<file path="src/rtl/wb_port_arbiter.sv">
// wb_port_arbiter: shares the register-file write port between pipeline writeback and a queued MDU result FIFO.
// Optional WB_ARB_PENDING_MASK_EN adds pending_mask (rd bits of queued MDU results).
module wb_port_arbiter #(
    parameter int XLEN       = 32,
    parameter int DEPTH      = 2,
    parameter int STARVE_MAX = 4
) (
    input  logic            clk,
    input  logic            rst,
    input  logic            pipe_wb_valid,
    input  logic [4:0]      pipe_wb_rd,
    input  logic [XLEN-1:0] pipe_wb_data,
    output logic            pipe_wb_ready,
    input  logic            mdu_valid,
    input  logic [4:0]      mdu_rd,
    input  logic [XLEN-1:0] mdu_data,
    output logic            mdu_ready,
    output logic            rf_we,
    output logic [4:0]      rf_waddr,
    output logic [XLEN-1:0] rf_wdata,
`ifdef WB_ARB_PENDING_MASK_EN
    output logic [31:0]     pending_mask,
`endif
    output logic            mdu_busy
);
    localparam int PW = $clog2(DEPTH);
    localparam int CW = $clog2(DEPTH + 1);
    localparam int SW = $clog2(STARVE_MAX + 1);
    logic [4:0]      fifo_rd   [DEPTH];
    logic [XLEN-1:0] fifo_data [DEPTH];
    logic [PW-1:0]   wptr, rptr;
    logic [CW-1:0]   count;
    logic [SW-1:0]   starve_cnt;
    logic            push, pop, force_mdu, grant_pipe;
    logic [4:0]      g_rd;
    logic [XLEN-1:0] g_data;
    assign mdu_ready     = count < CW'(DEPTH);
    assign mdu_busy      = count != '0;
    assign push          = mdu_valid & mdu_ready;
    assign force_mdu     = mdu_busy & (starve_cnt == SW'(STARVE_MAX));
    assign pipe_wb_ready = !force_mdu;
    assign pop           = mdu_busy & (force_mdu | !pipe_wb_valid);
    assign grant_pipe    = pipe_wb_valid & !pop;
    assign g_rd          = pop ? fifo_rd[rptr] : pipe_wb_rd;
    assign g_data        = pop ? fifo_data[rptr] : pipe_wb_data;
    // Payload storage needs no reset; validity is tracked by count.
    always_ff @(posedge clk) begin
        if (push) begin
            fifo_rd[wptr]   <= mdu_rd;
            fifo_data[wptr] <= mdu_data;
        end
    end
    always_ff @(posedge clk or posedge rst) begin
        if (rst) begin
            wptr       <= '0;
            rptr       <= '0;
            count      <= '0;
            starve_cnt <= '0;
            rf_we      <= 1'b0;
            rf_waddr   <= '0;
            rf_wdata   <= '0;
        end else begin
            wptr       <= push ? wptr + PW'(1) : wptr;
            rptr       <= pop ? rptr + PW'(1) : rptr;
            count      <= count + CW'(push) - CW'(pop);
            starve_cnt <= (pop | !mdu_busy) ? '0 :
                          (grant_pipe && starve_cnt != SW'(STARVE_MAX)) ? starve_cnt + SW'(1) : starve_cnt;
            rf_we      <= (pop | grant_pipe) & (g_rd != 5'd0);
            if (pop | grant_pipe) begin
                rf_waddr <= g_rd;
                rf_wdata <= g_data;
            end
        end
    end
`ifdef WB_ARB_PENDING_MASK_EN
    always_comb begin
        pending_mask = '0;
        for (int k = 0; k < DEPTH; k++)
            if (CW'(k) < count) pending_mask[fifo_rd[rptr + PW'(k)]] = 1'b1;
        pending_mask[0] = 1'b0;
    end
`endif
endmodule

</file>
<file path="config.mk">
export PLATFORM = sky130hd
export DESIGN_NAME = wb_port_arbiter
export DESIGN_NICKNAME = d
export VERILOG_FILES = /design/src/rtl/wb_port_arbiter.sv
export SDC_FILE = /design/constraint.sdc
export NUM_CORES = 1
export LEC_CHECK = 0
export ABC_AREA = 1
export CORE_MARGIN = 2
export CORE_UTILIZATION = 32
export DETAILED_ROUTE_END_ITERATION = 16
export PLACE_DENSITY = 0.68
export SLEW_MARGIN = 15
export SYNTH_ARGS = -nofsm -noshare
export SYNTH_HDL_FRONTEND = slang
export SYNTH_SLANG_ARGS = --single-unit
</file>
<file path="constraint.sdc">
create_clock -name clk -period 2.6 [get_ports clk]
set_clock_uncertainty 0.2 [all_clocks]
set_input_delay 0.26 -clock clk [delete_from_list [all_inputs] [get_ports clk]]
set_output_delay 0.26 -clock clk [all_outputs]
set_load 0.02 [all_outputs]
</file>
==> results by group, run 1 <==
Run status
  • Outcome: finished, final reports clean

Detailed routing
  • DR vias/cell: 4.53
  • Drt pass-1 iters: 4
  • DRT antenna net count: 0
  • Final wirelength: 11.0 mm
  • 1st-iter DRT viols: 220
  • Routed vias: 3306
  • Avg WL per Cell: 15.1 um
  • DRC Markers: 0

CTS
  • Clock tree from TritonCTS: yes
  • Hold_buf cts: 1
  • Post-CTS Setup Bufs: 0
  • Post_cts resized: 0
  • Root buffer cell: clkbuf_16
  • CTS Buffer Depth: 2
  • Clock transition at path regs: 0.05 ns
  • CTS sink cnt: 119
  • Worst-Skew Late Latency: 0.40 ns
  • CTS Buf Count: 17
  • H-Tree Depth: 4

Synth
  • Leading area contributor after synthesis: edfxtp_1
  • Synthesized netlist cell count: 407
  • Syn nets: 489
  • Seq/Total Area, Yosys: 70.8%
  • Primary FF master, synth: edfxtp_1
  • Post-Syn Area per Cell: 11.6 sq um
  • Number of synthesized register bits: 119
  • Number of synthesis warnings: 0
  • Number of synthesized flops with an enable pin: 74
  • Synth unique cells: 24
  • Area contributors post-synth: edfxtp_1 (47%), dfrtp_1 (24%), nand2_1 (6.6%), nor2_1 (5.9%), o21ai_0 (5.9%)
  • Commonest cells post-synth: nand2_1 (83), nor2_1 (75), edfxtp_1 (74)
  • Synthesized area: 4730 sq um
  • Synth top area share: 47.0%
  • Top-count cell post-synth: nand2_1
  • Ys async rst share: 37.8%

Finish
  • Fill count: 1308
  • Syn-to-layout area delta: 42.3%
  • FF+latch area: 3350 sq um
  • Multi-input gate area: 1240 sq um
  • Final-stage net count: 615
  • Core Util, Final: 46.5%
  • N_diodes: 0
  • Share of cells above drive strength 1: 8.06%

Timing
  • Fin. max-slew vios: 0
  • Tmin final: 2.19 ns
  • Worst slew pin tran: 0.736 ns
  • Endpoints failing hold: 0
  • Worst relative slew slack: 50.9%
  • RSZ-0062 raised after global routing: no
  • Fin crit share: 84.1%
  • Setup violators final: 0
  • Final hold slack: 0.243 ns
  • Fmax achieved: 457 MHz

Floorplanning
  • Die width: 126 um
  • Initial core utilization: 32.7%
  • Row cnt: 44
  • Core area: 14500 sq um
  • I/O pin cnt: 119
  • Die Footprint: 15800 sq um
  • Die Y: 126 um

Pwr
  • PwrDens: 1170 nW/um^2
  • Combinational share of power: 33.5%
  • Clock network power share: 30.0%
  • Sequential Power Share: 36.5%
  • Pleak: 2.54 nW
  • Peak VDD IR: 0.425 mV
  • Switch Pwr: 2.58 mW
  • Switching part of the total: 32.8%
  • P_int: 5.29 mW

Global routing
  • Number of global-route vias before repair: 3422
  • Overall routing resource usage: 14.5%
  • First-pass GRT wire length: 17.8 mm
  • Antenna violations before repair: 0
  • Grt total ovfl: 0
  • Largest net degree at the start of global routing: 44

Placement
  • Final GP Congestion: 0.751
  • Port bufs: 118
  • Detailed placer's ending HPWL: 7.19 mm

Worst setup path
  • Crit Path Class: reg2out
  • Max FO, Critical Path: 4
  • Endpoint class of the critical path: primary output
  • Critical Path AT: 1.73 ns
  • Critical Path RT: 2.14 ns
  • Setup crit start kind: register

Worst hold path
  • Hold Path Class: in2reg

Job
  • Max-cap violations: 0
worst max-delay path: stages (launching register included):
cell and delay [ns]:
dfrtp_1 0.40, nor2_4 0.18, inv_2 0.09, nand3_1 0.07, clkdlybuf4s50_1 0.59
routing by layer:
metal | part of all wire (%) | GRT usage [%] | wire length (um)
met1 | 45 | 18.1 | 4980
met2 | 50 | 24.5 | 5450
met3 | 3.9 | 3.85 | 431
met4 | 1.3 | 5.16 | 143
met5 | 0 | 0 | 0
final timing paths:
kind,from,end,slack (ns),cells after the start
min reg2reg,starve_cnt[0],starve_cnt[0],0.27,1
max reg2reg,starve_cnt[0],rf_wdata[12],0.62,8
max,count[1],pipe_wb_ready,0.41,4
max in group asynchronous,rst,rf_wdata[6],1.13,4
min in group asynchronous,rst,rf_wdata[1],0.51,3
min,mdu_data[0],fifo_data[1][0],0.24,1
stage by stage:
step / std cells / cell area [sq um] / setup slack (ns) / total power, mW / setup TNS, ns
floorplan: 407 / 4730 / -0.359 / 4.41 / -26.54
global placement: 697 / 6130 / 0.504 / 5.48 / 0
detailed placement: 697 / 6130 / 0.484 / 5.58 / 0
CTS: 730 / 6730 / 0.390 / 7.96 / 0
global route: 730 / 6730 / 0.361 / 8.32 / 0
finish: 730 / 6730 / 0.413 / 7.86 / 0
cell type report:
cell class                      instances  share of cell area (%)
Tap cell                              184                    3.42
Sequential cell                       119                    49.7
Clock inverter                         11                    2.30
Multi-Input combinational cell        257                    18.4
Timing Repair Buffer                  128                    19.1
Clock buffer                           21                    6.54
Inverter                               10                   0.558
registers in the layout, indices dropped and copies added, names as in the netlist:
register    flops
count           2
fifo_data      64
fifo_rd        10
rf_waddr        5
rf_wdata       32
rf_we           1
rptr            1
starve_cnt      3
wptr            1
placed cells by master, fill, tap and decap left out, types with 2 or more instances in the layout:
cell type / n
clkdlybuf4s50_1: 118
inv_1: 6
buf_12: 2
buf_4: 7
nand3_1: 2
o211ai_1: 19
nor2_4: 4
clkinv_1: 4
xor2_1: 3
o21ai_1: 2
dfrtp_1: 45
o21ai_0: 56
inv_2: 4
nand2_1: 83
clkbuf_16: 17
clkbuf_1: 4
bufinv_16: 4
clkinvlp_4: 2
ha_1: 4
a31oi_1: 5
edfxtp_1: 74
xnor2_1: 2
nor2_1: 73
power by group through the flow:
stage / Clock (mW) / Combinational (mW) / Sequential, mW
floorplan: 0 / 1.16 / 3.25
global placement: 0 / 2.60 / 2.88
detailed placement: 0 / 2.68 / 2.90
CTS: 2.40 / 2.68 / 2.87
global route: 2.49 / 2.91 / 2.93
finish: 2.36 / 2.63 / 2.87
kinds of logic (layout without fill, tap and decap cells):
family | after synthesis | after routing | synth area share, %
adders and majority gates | 4 | 4 | 1.06
buffers and inverters | 31 | 170 | 3.41
AOI/OAI and AO/OA | 85 | 85 | 10.5
xor gates and xnor gates | 5 | 5 | 0.926
DFF | 119 | 119 | 70.8
and+or+nand+nor | 163 | 163 | 13.4
(Power assumes the default switching activity.)
==> inputs of run 2 (changes only) <==
Clock period 2.6 ns to 1.8 ns, I/O delays scaled along.
==> results by group, run 2 (synthesis results as in run 1) <==
Timing
  • Worst relative slew slack: 68.7% (+18 points)
  • Endpoints failing hold: 0 (unchanged)
  • Tmin final: 1.83 ns
  • Fin. max-slew vios: 0 (unchanged)
  • Final WS setup: -0.0285 ns (-0.442 ns)
  • Setup violators final: 4 (+4)
  • RSZ-0062 raised after global routing: yes
  • Fmax achieved: 547 MHz
  • Setup TNS: -0.0416 ns (-0.0416 ns)
  • Worst slew pin tran: 0.469 ns (-0.267 ns)
  • Fin crit share: 102%

Worst setup path
  • Critical Path RT: 1.92 ns (-0.22 ns)
  • Critical Path AT: 1.95 ns (+0.22 ns)
  • Crit Path Class: reg2reg
  • Endpoint class of the critical path: register
  • Setup crit start kind: register
  • Max FO, Critical Path: 3 (-1)

Floorplanning
  • Core area: 14500 sq um (unchanged)
  • I/O pin cnt: 119 (unchanged)
  • Die Y: 126 um (unchanged)
  • Row cnt: 44 (unchanged)
  • Die Footprint: 15800 sq um (unchanged)
  • Die width: 126 um (unchanged)
  • Initial core utilization: 32.7% (unchanged)

Job
  • Max-cap violations: 0 (unchanged)

Finish
  • Leading cell type in the layout, fill and taps excluded: clkdlybuf4s50_1
  • Largest register FFs: 64 (unchanged)
  • Final-stage net count: 637 (+3.6%)
  • Syn-to-layout area delta: 51.0%
  • Multi-input gate area: 1300 sq um (+5.1%)
  • Core Util, Final: 49.4% (+2.9 points)
  • Largest regs: fifo_data: 64 flops, rf_wdata: 32 flops, fifo_rd: 10 flops
  • Fill count: 1279 (-2.2%)
  • Commonest cells after routing, fill and taps aside: clkdlybuf4s50_1 (101), nand2_1 (80), edfxtp_1 (74)
  • FF+latch area: 3350 sq um (unchanged)
  • Share of cells above drive strength 1: 14.6% (+6.6 points)
  • Final Cell Area: 7150 sq um (+6.2%)
  • Largest reg by FF count: fifo_data

CTS
  • Clock tree from TritonCTS: yes
  • Root buffer cell: clkbuf_16
  • CTS sink cnt: 119 (unchanged)
  • CTS Buffer Depth: 2 (unchanged)
  • CTS Buf Count: 17 (unchanged)
  • H-Tree Depth: 4 (unchanged)
  • Clock transition at path regs: 0.06 ns (about the same)
  • Worst-Skew Late Latency: 0.40 ns (about the same)

Run status
  • Outcome: finished with violations
  • Failing checks: negative setup slack

Placement
  • Final GP Congestion: 0.808 (+7.6%)
  • Detailed placer's ending HPWL: 7.95 mm (+11%)
  • Dpl cell area: 6390 sq um (+4.2%)
  • Pre-CTS WS: -0.0925 ns (-0.576 ns)
  • Port bufs: 118 (unchanged)

Worst hold path
  • Hold Path Class: in2reg

Detailed routing
  • 1st-iter DRT viols: 152 (-31%)
  • DRC Markers: 0 (unchanged)
  • DRT antenna net count: 0 (unchanged)
  • DR vias/cell: 4.66 (+2.8%)
  • Avg WL per Cell: 15.2 um (+0.87%)
  • Final wirelength: 11.5 mm (+4.1%)
  • Drt pass-1 iters: 4 (unchanged)
  • Routed vias: 3506 (+6.0%)

Global routing
  • Overall routing resource usage: 15.2% (+0.67 points)
  • Grt total ovfl: 0 (unchanged)
  • Largest net degree at the start of global routing: 29 (-34%)
  • Number of global-route vias before repair: 3597 (+5.1%)
  • First-pass GRT wire length: 18.3 mm (+2.7%)
  • Antenna violations before repair: 1 (+1)

Pwr
  • Pleak: 2.82 nW (+11%)
  • PwrDens: 1670 nW/um^2 (+43%)
  • Peak VDD IR: 0.631 mV (+48%)
  • Pwr Total: 11.9 mW (+52%)
[run 2: changes by cell type in the layout (fill, tap and decap cells not counted), moves of 3 or more]
cell,previous run,this run
clkdlybuf4s50_1,118,101
clkbuf_1,4,1
clkinvlp_4,2,6
dlymetal6s2s_1,0,12
nand2_1,83,80
buf_4,7,19
buf_12,2,9
ha_1,4,1
ha_4,0,3
dlygate4sd2_1,0,4
inv_1,6,2
[run 2: cell type report]
| cell class | instances | share of cell area (%) |
|---|---|---|
| diodes | 1 | 0.0350 |
| clock buffers | 18 | 6.00 |
| clock inverters | 14 | 2.56 |
| inverters | 10 | 0.595 |
| multi-input cells | 257 | 18.2 |
| flip-flops and latches | 119 | 46.8 |
| well taps | 184 | 3.22 |
| repair buffers | 150 | 22.5 |
[run 2: worst max-delay path, cell delays in order (launching register included)]
cell,delay [ns]
dfrtp_1,0.38
inv_2,0.07
ha_4,0.14
nand2_4,0.05
a21oi_4,0.21
ha_4,0.24
inv_4,0.05
ha_4,0.12
xnor2_2,0.11
xor2_1,0.17
[run 2: stage by stage]
step / cells / hold WS, ns
floorplan: 407 / 0.0789
global placement: 714 / 0.264
detailed placement: 714 / 0.265
CTS: 752 / 0.140
global route: 752 / 0.140
finish: 753 / 0.154
[run 2: final timing paths]
path	cells past startpoint	slack [ns]	to	start
max	9	-0.03	count[1]	starve_cnt[1]
min	1	0.15	fifo_data[0][7]	mdu_data[7]
max reg2reg	9	-0.03	count[1]	starve_cnt[1]
min reg2reg	2	0.27	rf_wdata[19]	rf_wdata[19]
max in group asynchronous	4	0.48	rf_wdata[26]	rst
min in group asynchronous	3	0.47	rf_wdata[30]	rst
[run 2: power breakdown]
part / total (mW) / switching, mW / internal, mW
registers: 4.15 / 0.375 / 3.77
clock network: 3.46 / 1.16 / 2.30
logic: 4.34 / 2.39 / 1.95
total: 11.9 / 3.93 / 8.02
[run 2: timing repair]
item,CTS,global route
endpoints found under the hold margin,13,0
setup buffers,3,0
hold buffers,1,0
endpoints found under the setup margin,36,52
gates cloned,2,0
gates resized for setup,13,17
pin swaps,5,3
[run 2: routing by layer]
metal / global-route usage, % / vias to the layer above / share of wire, %
met5: 0 / - / 0
met4: 7.65 / 0 / 2.6
met3: 4.24 / 20 / 4.7
met2: 25.6 / 105 / 50
met1: 17.9 / 1677 / 42
li1: - / 1704 / -
